==> src/rtl/cpu_host_bridge_if.sv <==
// cpu_host_bridge_if: host-side request/response handshake bundle
//   master: host (drives request word, expect flag and response ready)
//   slave : bridge (drives request ready and the registered response)
interface cpu_host_bridge_if #(parameter int DATA_W = 32);
  logic              host_req_valid;
  logic              host_req_ready;
  logic [DATA_W-1:0] host_req_data;
  logic              host_req_expect_resp;
  logic              host_resp_valid;
  logic              host_resp_ready;
  logic [DATA_W-1:0] host_resp_data;
  logic              host_resp_timeout;
  modport master (
    output host_req_valid, host_req_data, host_req_expect_resp, host_resp_ready,
    input  host_req_ready, host_resp_valid, host_resp_data, host_resp_timeout
  );
  modport slave (
    input  host_req_valid, host_req_data, host_req_expect_resp, host_resp_ready,
    output host_req_ready, host_resp_valid, host_resp_data, host_resp_timeout
  );
endinterface

==> src/rtl/cpu_host_bridge.sv <==
// cpu_host_bridge: host-side bridge to the CPU FIFO mailbox with response tracking and timeouts
//   clk, rst (async, active-high)
//   host            : request/response handshake (slave side)
//   req_fifo_*      : write port of the CPU request FIFO
//   read_fifo_*     : show-ahead read port of the CPU result FIFO
//   cpu_halt        : sticky CPU halt, flushes outstanding responses as timeouts
//   outstanding     : expected-but-undelivered response count
//   unexpected_resp : sticky flag for a CPU word arriving with nothing outstanding
module cpu_host_bridge #(
  parameter int DATA_W          = 32,
  parameter int MAX_OUTSTANDING = 4,
  parameter int TIMEOUT_CYCLES  = 1024
) (
  input  logic              clk,
  input  logic              rst,
  cpu_host_bridge_if.slave  host,
  output logic [DATA_W-1:0] req_fifo_data_in,
  output logic              req_fifo_enq,
  input  logic              req_fifo_wrfull,
  input  logic [DATA_W-1:0] read_fifo_data,
  output logic              read_fifo_deq,
  input  logic              read_fifo_rdempty,
  input  logic              cpu_halt,
  output logic [7:0]        outstanding,
  output logic              unexpected_resp
);
  localparam int CW = TIMEOUT_CYCLES > 1 ? $clog2(TIMEOUT_CYCLES) : 1;
  localparam logic [CW-1:0] TMAX = CW'(TIMEOUT_CYCLES > 0 ? TIMEOUT_CYCLES - 1 : 0);
  localparam logic [7:0] OMAX = 8'(MAX_OUTSTANDING);
  logic [CW-1:0]     tcnt;
  logic              resp_valid, resp_timeout;
  logic [DATA_W-1:0] resp_data;
  logic              load_ok, load_fifo, load_to, tsat, fire, inc, dec, busy;
  always_comb begin
    busy             = outstanding != 8'd0;
    host.host_req_ready = !rst && !req_fifo_wrfull && (outstanding < OMAX);
    req_fifo_enq     = host.host_req_valid && host.host_req_ready;
    req_fifo_data_in = host.host_req_data;
    load_ok          = !resp_valid || host.host_resp_ready;
    load_fifo        = load_ok && !read_fifo_rdempty;
    read_fifo_deq    = load_fifo;
    tsat             = TIMEOUT_CYCLES != 0 && tcnt == TMAX;
    fire             = busy && read_fifo_rdempty && (tsat || cpu_halt);
    // fire implies rdempty, so a timeout load never competes with a FIFO load
    load_to          = load_ok && fire;
    inc              = req_fifo_enq && host.host_req_expect_resp;
    dec              = (load_fifo && busy) || load_to;
    host.host_resp_valid   = resp_valid;
    host.host_resp_data    = resp_data;
    host.host_resp_timeout = resp_timeout;
  end
  always_ff @(posedge clk or posedge rst)
    if (rst) begin
      resp_valid      <= 1'b0;
      resp_data       <= '0;
      resp_timeout    <= 1'b0;
      outstanding     <= 8'd0;
      tcnt            <= '0;
      unexpected_resp <= 1'b0;
    end else begin
      if (load_fifo) begin
        resp_valid   <= 1'b1;
        resp_data    <= read_fifo_data;
        resp_timeout <= 1'b0;
      end else if (load_to) begin
        resp_valid   <= 1'b1;
        resp_data    <= '0;
        resp_timeout <= 1'b1;
      end else if (host.host_resp_ready)
        resp_valid <= 1'b0;
      outstanding <= outstanding + 8'(inc) - 8'(dec);
      // a pending fire keeps the counter saturated until the register frees up
      if (load_fifo || load_to || !busy)
        tcnt <= '0;
      else if (TIMEOUT_CYCLES != 0 && read_fifo_rdempty && !tsat)
        tcnt <= tcnt + 1'b1;
      if (load_fifo && !busy)
        unexpected_resp <= 1'b1;
    end
endmodule
==> src/flat_wrapper.sv <==
// flat-port wrapper written by rule: the top's interface ports become plain ports
module cpu_host_bridge_flat 
#(
  parameter int DATA_W          = 32,
  parameter int MAX_OUTSTANDING = 4,
  parameter int TIMEOUT_CYCLES  = 1024
)
  (clk, rst, req_fifo_data_in, req_fifo_enq, req_fifo_wrfull, read_fifo_data, read_fifo_deq, read_fifo_rdempty, cpu_halt, outstanding, unexpected_resp, host_host_req_valid, host_host_req_data, host_host_req_expect_resp, host_host_resp_ready, host_host_req_ready, host_host_resp_valid, host_host_resp_data, host_host_resp_timeout);
  cpu_host_bridge_if #(.DATA_W(DATA_W)) host_i ();
  input  logic clk;
  input  logic rst;
  output logic [DATA_W-1:0] req_fifo_data_in;
  output logic req_fifo_enq;
  input  logic req_fifo_wrfull;
  input  logic [DATA_W-1:0] read_fifo_data;
  output logic read_fifo_deq;
  input  logic read_fifo_rdempty;
  input  logic cpu_halt;
  output logic [7:0] outstanding;
  output logic unexpected_resp;
  input wire logic [$bits(host_i.host_req_valid)-1:0] host_host_req_valid;
  input wire logic [$bits(host_i.host_req_data)-1:0] host_host_req_data;
  input wire logic [$bits(host_i.host_req_expect_resp)-1:0] host_host_req_expect_resp;
  input wire logic [$bits(host_i.host_resp_ready)-1:0] host_host_resp_ready;
  output wire logic [$bits(host_i.host_req_ready)-1:0] host_host_req_ready;
  output wire logic [$bits(host_i.host_resp_valid)-1:0] host_host_resp_valid;
  output wire logic [$bits(host_i.host_resp_data)-1:0] host_host_resp_data;
  output wire logic [$bits(host_i.host_resp_timeout)-1:0] host_host_resp_timeout;
  assign host_i.host_req_valid = host_host_req_valid;
  assign host_i.host_req_data = host_host_req_data;
  assign host_i.host_req_expect_resp = host_host_req_expect_resp;
  assign host_i.host_resp_ready = host_host_resp_ready;
  assign host_host_req_ready = host_i.host_req_ready;
  assign host_host_resp_valid = host_i.host_resp_valid;
  assign host_host_resp_data = host_i.host_resp_data;
  assign host_host_resp_timeout = host_i.host_resp_timeout;
  cpu_host_bridge #(.DATA_W(DATA_W), .MAX_OUTSTANDING(MAX_OUTSTANDING), .TIMEOUT_CYCLES(TIMEOUT_CYCLES)) u_core (.clk(clk), .rst(rst), .host(host_i), .req_fifo_data_in(req_fifo_data_in), .req_fifo_enq(req_fifo_enq), .req_fifo_wrfull(req_fifo_wrfull), .read_fifo_data(read_fifo_data), .read_fifo_deq(read_fifo_deq), .read_fifo_rdempty(read_fifo_rdempty), .cpu_halt(cpu_halt), .outstanding(outstanding), .unexpected_resp(unexpected_resp));
endmodule
==> config.mk <==
export PLATFORM = sky130hd
export DESIGN_NAME = cpu_host_bridge_flat
export DESIGN_NICKNAME = d
export VERILOG_FILES = /design/src/rtl/cpu_host_bridge_if.sv /design/src/rtl/cpu_host_bridge.sv /design/src/flat_wrapper.sv
export SDC_FILE = /design/constraint.sdc
export NUM_CORES = 1
export LEC_CHECK = 0
export CAP_MARGIN = 30
export CORE_MARGIN = 2
export CORE_UTILIZATION = 55
export CTS_CLUSTER_SIZE = 16
export DETAILED_ROUTE_END_ITERATION = 8
export DONT_BUFFER_PORTS = 1
export GPL_TIMING_DRIVEN = 0
export PLACE_DENSITY = 0.79
export RECOVER_POWER = 100
export SLEW_MARGIN = 20
export SYNTH_ARGS = -nofsm -noshare
export SYNTH_HDL_FRONTEND = slang
export SYNTH_SLANG_ARGS = --single-unit
==> constraint.sdc <==
create_clock -name clk -period 2.9 [get_ports clk]
set_input_delay 0.29 -clock clk [delete_from_list [all_inputs] [get_ports clk]]
set_output_delay 0.29 -clock clk [all_outputs]
set_load 0.02 [all_outputs]
# Yosys cells after proc, flatten, opt, wreduce, memory -nomap -nowiden
# Index checks and enable logic that the tools add are counted.
[classes]
eq_ne = 1
n_reduce_logical = 26
add_sub_neg = 3
magnitude_cmp = 1
mux = 9
[op_table]
columns = ["operator", "n"]
rows = [
  ["$mux W32", 2],
  ["$mux W10", 2],
  ["$logic_and A1 B1 Y1", 11],
  ["$add A10 B1 Y10 const B", 1],
  ["$eq A10 B10 Y1 const B", 1],
  ["$add A8 B1 Y8", 1],
  ["$lt A8 B3 Y1 const B", 1],
  ["$reduce_bool A8 Y1", 1],
  ["$sub A8 B1 Y8", 1],
  ["$logic_not A1 Y1", 6],
  ["$logic_or A1 B1 Y1", 5],
  ["$mux W1", 5],
  ["$reduce_bool A2 Y1", 2],
  ["$reduce_bool A3 Y1", 1],
]
[word_totals]
out_inout_bits = 78
input_bits = 72
elab_cells = 46
register_bits = 53

# Depth between registers and ports, before layout
# Gate-level depths: netlist of run 1.
[logic_depth]
word_depth = 7
ltp_mapped = 14
depth_no_buf = 14

# Worst setup path before layout of run 1
# OpenSTA, ideal clock, no wires.
[synth_timing]
kind = "flip-flop to flip-flop"
start = "reg u_core.outstanding[2]"
end = "reg u_core.outstanding[6]"
slack_ns = 0.217
t_required_ns = 2.763
arrival_ns = 2.546
stages_incl_launch_ff = 13
setup_ns = 0.137
path_buffers = 0
synth_period_minus_slack_ns = 2.683
path_cell_list = "dfrtp_1 inv_1 ha_1 nand2_1 a21oi_1 and3_1 ha_1 inv_1 fa_1 nand2b_1 a21oi_1 o21a_1 o211ai_1"
[synth_between]
elab_chain_len = 6
elab_cells_between_ends = 12
cone_classes = "2 x add/sub; 1 x order compare; 9 x reduce/logical"
[synth_rtl]
columns = ["element", "line", "rtl"]
rows = [
  ["start: declaration", "cpu_host_bridge.sv:24", "output logic [7:0] outstanding,"],
  ["start signal: assignment", "cpu_host_bridge.sv:71", "outstanding <= outstanding + 8'(inc) - 8'(dec);"],
  ["$lt A8 B3 Y1", "cpu_host_bridge.sv:36", "host.host_req_ready = !rst && !req_fifo_wrfull && (outstanding < OMAX);"],
  ["$logic_and A1 B1 Y1", "cpu_host_bridge.sv:36", ""],
  ["named net host_host_req_ready", "flat_wrapper.sv:25", "output wire logic [$bits(host_i.host_req_ready)-1:0] host_host_req_ready;"],
  ["$logic_and A1 B1 Y1", "cpu_host_bridge.sv:37", "req_fifo_enq = host.host_req_valid && host.host_req_ready;"],
  ["$logic_and A1 B1 Y1", "cpu_host_bridge.sv:46", "inc = req_fifo_enq && host.host_req_expect_resp;"],
  ["$add A8 B1 Y8", "cpu_host_bridge.sv:71", ""],
  ["$sub A8 B1 Y8", "cpu_host_bridge.sv:71", ""],
]
# The timed path passes the listed nets, and every way through them passes these cells.
# A chain may end at the register's enable or synchronous reset.

# Final worst setup path of run 1
[layout_timing]
start = "reg u_core.tcnt[0]"
end = "reg u_core.outstanding[6]"
[layout_between]
elab_chain_len = 6
[layout_rtl]
columns = ["element", "line", "rtl"]
rows = [
  ["start: declaration", "cpu_host_bridge.sv:30", "logic [CW-1:0] tcnt;"],
  ["start signal: assignment", "cpu_host_bridge.sv:76", "tcnt <= tcnt + 1'b1;"],
  ["$eq A10 B10 Y1", "cpu_host_bridge.sv:42", "tsat = TIMEOUT_CYCLES != 0 && tcnt == TMAX;"],
  ["$logic_or A1 B1 Y1", "cpu_host_bridge.sv:43", "fire = busy && read_fifo_rdempty && (tsat || cpu_halt);"],
  ["$logic_and A1 B1 Y1", "cpu_host_bridge.sv:43", ""],
  ["$logic_and A1 B1 Y1", "cpu_host_bridge.sv:45", "load_to = load_ok && fire;"],
  ["$logic_or A1 B1 Y1", "cpu_host_bridge.sv:47", "dec = (load_fifo && busy) || load_to;"],
  ["$sub A8 B1 Y8", "cpu_host_bridge.sv:71", ""],
]
# Every way passes these cells.

==> impl_metrics.env, run 1 <==
export IMPL_final_nets=412
export IMPL_worstMarginPinSlew_ns=1.96
export IMPL_cts_buffers=5
export IMPL_wirelength_mm=5.97
export IMPL_setup_viol_count_final=0
export IMPL_fp_coreArea_sq_um=5110
export IMPL_die_area_sq_um=5900
export IMPL_drcViolationCount=0
export IMPL_max_freq_ghz=0.365
export IMPL_drive_gt1_share_pct=13.5
export IMPL_synthTopCellsByCount="nand2_1 (75), dfrtp_1 (53), a21oi_1 (36), buf_4 (34), inv_1 (17)"
export IMPL_syn_avg_cell_area_sq_um=9.23
export IMPL_synthArstFlopShare_pct=100
export IMPL_holdCritStartpoint="read_fifo_data[14]"
export IMPL_num_vias=2170
export IMPL_startpoint_type="flop"
export IMPL_synth_edf_count=0
export IMPL_synth_area_leader_cell="dfrtp_1"
export IMPL_dpl_hpwl_mm=4.43
export IMPL_dieWidth_um=76.8
export IMPL_die_h_um=76.8
export IMPL_antenna_left=0
export IMPL_syn_num_nets=403
export IMPL_violations="capacitance limit, slew limit"
export IMPL_final_util_pct=59.5
export IMPL_post_route_period_util_pct=94.4
export IMPL_postPlaceCellArea_sq_um=3010
export IMPL_ys_seq_area_share_pct=45.5
export IMPL_leakagePower_nw=1.34
export IMPL_clk_latency_ns=0.31
export IMPL_grt_start_max_net_pins=54
export IMPL_final_max_slew_viol_count=54
export IMPL_peakVddDrop_mv=0.554
export IMPL_finClkSkew_ns=0.00909
export IMPL_clock_sinks=53
export IMPL_drtIter0Drc=112
export IMPL_hold_viol=0
export IMPL_io_pins=150
export IMPL_dp_slack_ns=-0.101
export IMPL_crit_path_end_kind="flop"
export IMPL_grt_pass1_vias=2011
export IMPL_grt_setup_unrepaired="true"
export IMPL_reg2reg_from="u_core.tcnt[0]$_DFFE_PP0P_"
export IMPL_synth_seq_cells=53
export IMPL_worstHoldEndpoint="u_core.host.host_resp_data[14]$_DFFE_PP0P_"
export IMPL_fin_crit_ns=2.74
export IMPL_netlist_area_sq_um=2920
export IMPL_yosysWarnings=0
export IMPL_dr_pass1_iters=4
export IMPL_synthDominantCellAreaShare_pct=45.5
export IMPL_required_ns=3.07
export IMPL_slew_headroom_pct=-30.9
export IMPL_stdcell_area_sq_um=3040
export IMPL_maxCapViolations=1
export IMPL_ys_top_cells_by_area="dfrtp_1 (45%), nand2_1 (9.6%), buf_4 (8.7%)"
export IMPL_gp_congestion=0.897
export IMPL_r2r_end="u_core.outstanding[6]$_DFF_PP0_"
export IMPL_synth_cell_types=45
export IMPL_setup_slack_ns=0.161
export IMPL_r2r_slack_ns=0.16
export IMPL_gr_total_overflow=0
export IMPL_start_util_pct=57.1
export IMPL_worstPathMaxFanout=5
export IMPL_clockBufferDepth=2
export IMPL_status="finished with violations"
export IMPL_critPathKind="reg -> reg"
export IMPL_clk_pin_slew_ns=0.10
export IMPL_portBuffers=0
export IMPL_power_density_nw_per_um2=837
export IMPL_synth_most_common_cell="nand2_1"
export IMPL_grt_usage_pct=20.0
export IMPL_antenna_found_initial=0
export IMPL_grt_pass1_wl_mm=9.45
export IMPL_num_rows=26
export IMPL_cts_tree="built"
export IMPL_area_growth_pct=4.16
export IMPL_htree_levels=2
export IMPL_avgRoutedWirePerCell_um=15.1
export IMPL_ctsRootBufferMaster="clkbuf_8"
export IMPL_viasPerCell=5.48
export IMPL_synthFlopType="dfrtp_1"
export IMPL_arrival_ns=2.91
export IMPL_reg2reg_depth=13
export IMPL_worstHoldPathCells=2
export IMPL_syn_inst=316
export IMPL_hp_class="in -> reg"
export IMPL_antenna_cells=0
[power by group]
part	internal, W	leakage [nW]	switching, W
clock	0.000259	0.0554	0.000244
combinational	0.000370	0.619	0.000512
sequential	0.000885	0.670	0.000272
[cell type report]
type                       count  area, sq um
buffer                        43          196
clock buffer                   6         72.6
clock inverter                 2         38.8
fill                         497         2070
inverter                      19         71.3
multi-input combinational    201         1220
sequential                    53         1330
tap                           70         87.6
timing repair buffer           2         17.5
[cells in the final DEF, fill, tap and decap left out, types with 3 or more instances in the layout]
master / instances
nor2b_1: 3
inv_2: 5
ha_1: 12
a211oi_1: 5
buf_6: 3
clkbuf_1: 35
inv_1: 14
xnor2_1: 4
nand4_1: 3
nand2_1: 75
nand3_1: 3
a21oi_2: 5
dfrtp_2: 6
buf_2: 4
dfrtp_1: 47
xor2_1: 3
nor2_1: 10
nor3_1: 5
nand2b_1: 4
a21oi_1: 34
clkbuf_8: 5
buf_4: 3
and2_1: 3
[how the worst max path moves through the flow]
stage | slack [ns] | end | startpoint
6_report | 0.16 | u_core.outstanding[6]$_DFF_PP0_ | u_core.tcnt[0]$_DFFE_PP0P_
5_1_grt | -0.02 | u_core.outstanding[6]$_DFF_PP0_ | u_core.outstanding[5]$_DFF_PP0_
2_1_floorplan | 0.22 | u_core.outstanding[6]$_DFF_PP0_ | u_core.outstanding[2]$_DFF_PP0_
4_1_cts | 0.03 | u_core.outstanding[6]$_DFF_PP0_ | u_core.tcnt[0]$_DFFE_PP0P_
3_5_place_dp | -0.10 | u_core.outstanding[6]$_DFF_PP0_ | u_core.outstanding[2]$_DFF_PP0_
3_3_place_gp | -0.09 | u_core.outstanding[6]$_DFF_PP0_ | u_core.outstanding[2]$_DFF_PP0_
[what timing repair did]
| item | in CTS | in global routing |
|---|---|---|
| hold endpoints to repair | 53 | 0 |
| cloned | 0 | 0 |
| hold buffers | 1 | 0 |
| setup endpoints to repair | 2 | 3 |
| resized for setup | 5 | 11 |
| setup buffers | 1 | 0 |
| pin swaps | 0 | 3 |
[sequential cells by signal, indices dropped and copies added (netlist names)]
| signal | count |
|---|---|
| u_core.tcnt | 10 |
| u_core.unexpected_resp | 1 |
| u_core.host.host_resp_valid | 1 |
| u_core.host.host_resp_timeout | 1 |
| u_core.outstanding | 8 |
| u_core.host.host_resp_data | 32 |
[cell families (layout without fill, tap and decap cells)]
kind of cell | count (synthesis) | after routing | share of synthesized area [%]
xor+xnor | 7 | 7 | 2.10
flops | 53 | 53 | 45.5
fa+ha+maj | 15 | 15 | 6.69
mux | 1 | 1 | 0.343
simple gates | 117 | 117 | 18.0
buf+inv | 62 | 72 | 13.3
compound gates | 61 | 61 | 14.1
[per-stage QoR]
stage | total power [W] | TNS [ns] | std cells | hold WS (ns)
floorplan | 0.00184 | 0 | 316 | 0.418
global placement | 0.00198 | -0.102 | 386 | 0.421
detailed placement | 0.00202 | -0.118 | 386 | 0.305
CTS | 0.00255 | 0 | 396 | 0.0890
global route | 0.00274 | -0.0152 | 396 | 0.0851
finish | 0.00254 | 0 | 396 | 0.0994
[routing by layer]
metal | vias to the layer above | wire length, um | track usage (%) | share of wire, %
met5 | - | 0 | 0 | 0
met4 | 0 | 76 | 6.73 | 1.3
met3 | 8 | 422 | 5.76 | 7.1
met2 | 87 | 3030 | 33.7 | 51
met1 | 1042 | 2450 | 24.5 | 41
li1 | 1033 | - | - | -
[worst max-delay path, cell delays in order (launching register included)]
cell	delay, ns
dfrtp_1	0.42
ha_2	0.23
and2_1	0.19
a41oi_2	0.22
nor2_2	0.07
ha_1	0.27
inv_1	0.06
ha_1	0.16
inv_1	0.06
fa_2	0.34
nand2b_1	0.17
a21oi_2	0.16
o21a_1	0.14
o211ai_1	0.11
(Power assumes the default switching activity.)
==> inputs of run 2 (changes only) <==
--- a/config.mk
+++ b/config.mk
@@ -7,13 +7,15 @@
 export LEC_CHECK = 0
 export CAP_MARGIN = 30
 export CORE_MARGIN = 2
-export CORE_UTILIZATION = 55
+export CORE_UTILIZATION = 40
 export CTS_CLUSTER_SIZE = 16
 export DETAILED_ROUTE_END_ITERATION = 8
 export DONT_BUFFER_PORTS = 1
 export GPL_TIMING_DRIVEN = 0
-export PLACE_DENSITY = 0.79
+export MAX_ROUTING_LAYER = met4
+export PLACE_DENSITY = 0.63
 export RECOVER_POWER = 100
+export SETUP_SLACK_MARGIN = 0.5
 export SLEW_MARGIN = 20
 export SYNTH_ARGS = -nofsm -noshare
 export SYNTH_HDL_FRONTEND = slang
==> run 2 against run 1 <==
The run now ends clean; critical path depth up 1; design area up 15%; register-to-register slack better by 0.12 ns; clock skew down 0.0060 ns; clock power down 1%; count of clock-buffer cells in the layout down 1; cell count up 15%; maximum frequency up 4.5%; routed wire length up 17%; highest routed layer unchanged.
==> impl_metrics.env, run 2 (synthesis results as in run 1) <==
export IMPL_drcViolationCount=0
export IMPL_r2r_slack_ns=0.28
export IMPL_hold_viol=0
export IMPL_whs_ns=0.0955
export IMPL_worstHoldEndpoint="u_core.host.host_resp_data[13]$_DFFE_PP0P_"
export IMPL_dpl_hpwl_mm=4.63
export IMPL_critPathKind="reg -> reg"
export IMPL_reg2reg_depth=14
export IMPL_crit_path_end_kind="flop"
export IMPL_antenna_cells=0
export IMPL_cts_tree="built"
export IMPL_path_delay_family="adder cells"
export IMPL_dieWidth_um=89.4
export IMPL_maxCapViolations=0
export IMPL_slowest_delay_ns=0.51
export IMPL_die_h_um=89.4
export IMPL_largest_register_ffs=32
export IMPL_fin_crit_ns=2.62
export IMPL_status="finished clean"
export IMPL_r2r_end="u_core.outstanding[6]$_DFF_PP0_"
export IMPL_htree_levels=2
export IMPL_drtIter0Drc=192
export IMPL_peakVddDrop_mv=0.537
export IMPL_gr_total_overflow=0
export IMPL_startpoint_type="flop"
export IMPL_fp_coreArea_sq_um=7180
export IMPL_final_max_slew_viol_count=0
export IMPL_post_route_period_util_pct=90.4
export IMPL_placedCellCount=415
export IMPL_grt_pass1_vias=2046
export IMPL_gp_congestion=0.840
export IMPL_power_density_nw_per_um2=824
export IMPL_setup_viol_count_final=0
export IMPL_required_ns=3.08
export IMPL_clk_pin_slew_ns=0.09
export IMPL_clockBufferDepth=2
export IMPL_antenna_found_initial=0
export IMPL_layout_cells_non_filler=454
export IMPL_holdCritStartpoint="read_fifo_data[13]"
export IMPL_finClkSkew_ns=0.00306
export IMPL_num_vias=2317
export IMPL_cp_num_buf_inv=3
export IMPL_final_nets=442
export IMPL_area_growth_pct=20.2
export IMPL_hp_class="in -> reg"
export IMPL_tns_ns=0
export IMPL_arrival_ns=2.80
export IMPL_clk_latency_ns=0.31
export IMPL_worstHoldPathCells=2
export IMPL_viasPerCell=5.10
export IMPL_ctsRootBufferMaster="clkbuf_8"
export IMPL_grt_start_max_net_pins=54
export IMPL_grt_pass1_wl_mm=9.89
export IMPL_grt_setup_unrepaired="true"
export IMPL_start_util_pct=40.7
export IMPL_final_common_cell="nand2_1"
export IMPL_slowest_stage="dfrtp_1"
export IMPL_final_cell_mix="nand2_1 (75), dfrtp_1 (51), clkbuf_1 (37), a21oi_1 (27), buf_4 (19)"
export IMPL_max_freq_ghz=0.382
export IMPL_portBuffers=0
export IMPL_grt_usage_pct=16.5
export IMPL_leakagePower_nw=1.51
export IMPL_num_rows=31
export IMPL_reg2reg_from="u_core.outstanding[4]$_DFF_PP0_"
export IMPL_antenna_left=0
export IMPL_cp_cell_sequence="inv_2 -> ha_4 -> nand4_1 -> nand2_1 -> nor2_1 -> ha_1 -> inv_1 -> ha_4 -> inv_2 -> fa_2 -> nand2b_4 -> a21oi_4 -> o21a_1 -> o211ai_1"
export IMPL_avgRoutedWirePerCell_um=15.4
export IMPL_dr_pass1_iters=4
export IMPL_worstPathMaxFanout=3
export IMPL_cts_buffers=5
export IMPL_slew_headroom_pct=54.7
export IMPL_worstMarginPinSlew_ns=0.679
export IMPL_wirelength_mm=7.00
export IMPL_clock_sinks=53
export IMPL_die_area_sq_um=7990
export IMPL_io_pins=150
export IMPL_drive_gt1_share_pct=24.8
-- run 2: changes by cell type in the layout (fill, tap and decap cells not counted), sizes merged --
| cell | previous run | this run |
|---|---|---|
| buf | 10 | 32 |
| o2111a | 1 | 2 |
| clkbuf | 40 | 46 |
-- run 2: stage by stage --
| stage | setup WS (ns) | power [W] | utilization, % | instance area [sq um] |
|---|---|---|---|---|
| floorplan | 0.406 | 0.00188 | - | 2950 |
| global placement | 0.135 | 0.00203 | 42.8 | 3070 |
| detailed placement | 0.0984 | 0.00208 | 42.8 | 3070 |
| CTS | 0.294 | 0.00273 | 47.5 | 3410 |
| global route | 0.140 | 0.00310 | 48.9 | 3510 |
| finish | 0.280 | 0.00289 | 48.9 | 3510 |
-- run 2: where the power goes --
part           total [W]  internal, W  switching, W
sequential       0.00116     0.000875      0.000282
clock           0.000497     0.000251      0.000245
combinational    0.00124     0.000586      0.000652
total            0.00289      0.00171       0.00118
-- run 2: how the worst max path moves through the flow --
| stage | from | endpoint | cells past startpoint |
|---|---|---|---|
| after floorplan | u_core.tcnt[0]$_DFFE_PP0P_ | u_core.outstanding[6]$_DFF_PP0_ | 13 |
| after global placement | u_core.outstanding[7]$_DFF_PP0_ | u_core.outstanding[6]$_DFF_PP0_ | 14 |
| after detailed placement | u_core.outstanding[7]$_DFF_PP0_ | u_core.outstanding[6]$_DFF_PP0_ | 14 |
| after CTS | u_core.tcnt[0]$_DFFE_PP0P_ | u_core.outstanding[6]$_DFF_PP0_ | 13 |
| after global routing | u_core.outstanding[4]$_DFF_PP0_ | u_core.outstanding[7]$_DFF_PP0_ | 12 |
| final | u_core.outstanding[4]$_DFF_PP0_ | u_core.outstanding[6]$_DFF_PP0_ | 14 |
-- run 2: area by class of cell --
cell class,instances,area (sq um)
fillers,724,3670
multi-input cells,202,1410
flip-flops and latches,53,1330
repair buffers,31,279
plain buffers,43,186
well taps,99,124
inverters,19,78.8
clock buffers,5,68.8
clock inverters,2,35.0
-- run 2: metal layers --
| metal | share of wire, % | up-vias | track usage, % |
|---|---|---|---|
| li1 | - | 1099 | - |
| met1 | 42 | 1122 | 20.2 |
| met2 | 50 | 90 | 27.2 |
| met3 | 6.5 | 6 | 3.79 |
| met4 | 1.1 | 0 | 4.88 |
| met5 | 0 | - | - |
-- run 2: timing repair --
item / 4_1_cts / 5_1_grt
setup buffers: 17 / 10
pin swaps: 13 / 12
hold buffers: 1 / 0
gates resized for setup: 21 / 59
hold endpoints to repair: 53 / 0
endpoints found under the setup margin: 4 / 48
cloned: 0 / 4
==> inputs of run 3 (changes only) <==
--- a/config.mk
+++ b/config.mk
@@ -12,7 +12,6 @@
 export DETAILED_ROUTE_END_ITERATION = 8
 export DONT_BUFFER_PORTS = 1
 export GPL_TIMING_DRIVEN = 0
-export MAX_ROUTING_LAYER = met4
 export PLACE_DENSITY = 0.63
 export RECOVER_POWER = 100
 export SETUP_SLACK_MARGIN = 0.5
==> constraint.sdc (replaced) <==
create_clock -name clk -period 3.11 [get_ports clk]
set_input_delay 0.311 -clock clk [delete_from_list [all_inputs] [get_ports clk]]
set_output_delay 0.311 -clock clk [all_outputs]
set_load 0.02 [all_outputs]
==> run 3 against run 2 <==
First-iteration DRC count decreased by 53%; clock power decreased by 23%; count of clock-buffer cells in the layout increased by 1; sequential power decreased by 8%; hold slack improved by 0.030 ns; cell count decreased by 4.0%; critical path type unchanged; critical endpoint unchanged; power decreased by 18%; design area decreased by 11%; register-to-register slack improved by 0.12 ns; combinational power decreased by 25%; maximum frequency decreased by 3.5%.
==> impl_metrics.env, run 3 (synthesis results as in run 1) <==
export IMPL_whs_ns=0.125
export IMPL_io_pins=150
export IMPL_viasPerCell=5.03
export IMPL_wirelength_mm=6.42
export IMPL_antenna_found_initial=0
export IMPL_dr_pass1_iters=4
export IMPL_grt_pass1_vias=2007
export IMPL_final_max_slew_viol_count=0
export IMPL_grt_usage_pct=15.1
export IMPL_gp_congestion=0.796
export IMPL_drive_gt1_share_pct=14.2
export IMPL_ctsRootBufferMaster="clkbuf_8"
export IMPL_status="finished clean"
export IMPL_fillCellCount=736
export IMPL_gr_usage_met3_pct=4.34
export IMPL_drtIter0Drc=91
export IMPL_setup_viol_count_final=0
export IMPL_tns_ns=0
export IMPL_num_rows=31
export IMPL_post_route_period_util_pct=87.3
export IMPL_avgRoutedWirePerCell_um=14.7
export IMPL_slew_headroom_pct=16.4
export IMPL_critPathKind="reg -> reg"
export IMPL_max_freq_ghz=0.368
export IMPL_clk_latency_ns=0.30
export IMPL_clockBufferDepth=2
export IMPL_antenna_cells=0
export IMPL_startpoint_type="flop"
export IMPL_largest_register_ffs=32
export IMPL_gr_total_overflow=0
export IMPL_cts_buffers=5
export IMPL_final_cell_mix="nand2_1 (75), dfrtp_1 (53), clkbuf_1 (41), a21oi_1 (34)"
export IMPL_die_area_sq_um=7990
export IMPL_start_util_pct=40.7
export IMPL_use_met2_pct=26.4
export IMPL_portBuffers=0
export IMPL_hold_viol=0
export IMPL_grt_setup_unrepaired="true"
export IMPL_worstPathMaxFanout=3
export IMPL_cts_tree="built"
export IMPL_grt_pass1_wl_mm=9.45
export IMPL_antenna_left=0
export IMPL_fin_crit_ns=2.71
export IMPL_arrival_ns=2.89
export IMPL_drcViolationCount=0
export IMPL_worstMarginPinSlew_ns=1.24
export IMPL_num_vias=2195
export IMPL_final_nets=423
export IMPL_dieWidth_um=89.4
export IMPL_maxCapViolations=0
export IMPL_grt_busiest_layer="met2"
export IMPL_fp_coreArea_sq_um=7180
export IMPL_required_ns=3.29
export IMPL_area_growth_pct=7.25
export IMPL_die_h_um=89.4
export IMPL_htree_levels=2
export IMPL_peakVddDrop_mv=0.561
export IMPL_leakagePower_nw=1.38
export IMPL_power_density_nw_per_um2=761
export IMPL_gr_usage_met1_pct=18.2
export IMPL_crit_path_end_kind="flop"
export IMPL_dpl_hpwl_mm=4.58
export IMPL_clk_pin_slew_ns=0.09
export IMPL_finClkSkew_ns=0.00565
export IMPL_clock_sinks=53
export IMPL_hp_class="in -> reg"
export IMPL_grt_start_max_net_pins=54
export IMPL_final_common_cell="nand2_1"
run 3: changes by cell type in the layout (fill, tap and decap cells not counted), sizes merged:
cell | before | now
clkbuf | 46 | 47
bufinv | 1 | 0
clkinv | 1 | 2
o2111a | 2 | 1
buf | 32 | 14
run 3: worst paths after layout:
check | startpoint | end | depth (start not counted) | slack, ns
setup reg to reg | u_core.outstanding[2]$_DFF_PP0_ | u_core.outstanding[6]$_DFF_PP0_ | 14 | 0.40
hold / removal | read_fifo_data[3] | u_core.host.host_resp_data[3]$_DFFE_PP0P_ | 2 | 0.13
hold reg to reg | u_core.tcnt[3]$_DFFE_PP0P_ | u_core.tcnt[3]$_DFFE_PP0P_ | 2 | 0.62
max in group asynchronous | rst | u_core.host.host_resp_timeout$_DFFE_PP0P_ | 2 | 2.06
setup / recovery | u_core.outstanding[2]$_DFF_PP0_ | u_core.outstanding[6]$_DFF_PP0_ | 14 | 0.40
min in group asynchronous | rst | u_core.outstanding[7]$_DFF_PP0_ | 2 | 0.59
run 3: worst max-delay path: stages, from the launching register on:
cell	delay, ns
dfrtp_1	0.50
inv_1	0.14
ha_1	0.23
nand4_1	0.12
nand2_1	0.06
nor2_1	0.10
ha_1	0.23
inv_1	0.05
ha_1	0.18
inv_2	0.05
fa_2	0.36
nand2b_4	0.16
a21oi_4	0.16
o21a_1	0.15
o211ai_1	0.08
run 3: what timing repair did:
| action | in CTS | in global routing |
|---|---|---|
| hold buffers | 1 | 0 |
| buffers inserted | 8 | 4 |
| endpoints found under the hold margin | 31 | 0 |
| endpoints found under the setup margin | 3 | 3 |
| gates resized for setup | 20 | 6 |
| pin swaps | 7 | 3 |
run 3: layout make-up:
cell class	instances	area, sq um	area share, %
plain buffers	43	171	5.48
clock buffers	6	72.6	2.32
clock inverters	2	10.0	0.320
inverters	19	73.8	2.36
multi-input cells	201	1250	40.1
flip-flops and latches	53	1330	42.4
well taps	99	124	3.96
repair buffers	13	96.3	3.08
run 3: where the power goes:
group	switching, W	total [W]	internal [W]	leakage, nW
Sequential	0.000252	0.00107	0.000816	0.676
Combinational	0.000529	0.000932	0.000403	0.660
Clock	0.000225	0.000382	0.000157	0.0450
Total	0.00101	0.00238	0.00138	1.38
run 3: metrics by stage:
stage / setup WS (ns) / util (%) / instance area [sq um] / total power [W] / cells
finish: 0.396 / 43.6 / 3130 / 0.00238 / 436
global route: 0.157 / 43.6 / 3130 / 0.00256 / 436
CTS: 0.508 / 45.4 / 3260 / 0.00239 / 432
detailed placement: 0.191 / 42.6 / 3050 / 0.00190 / 415
global placement: 0.245 / 42.5 / 3050 / 0.00186 / 415
floorplan: 0.528 / - / 2930 / 0.00173 / 316
run 3: layer usage:
metal / vias to the layer above / part of all wire, % / wire (um)
li1: 1056 / - / -
met1: 1038 / 41 / 2620
met2: 97 / 51 / 3290
met3: 4 / 7.1 / 456
met4: 0 / 0.90 / 58
met5: - / 0 / 0
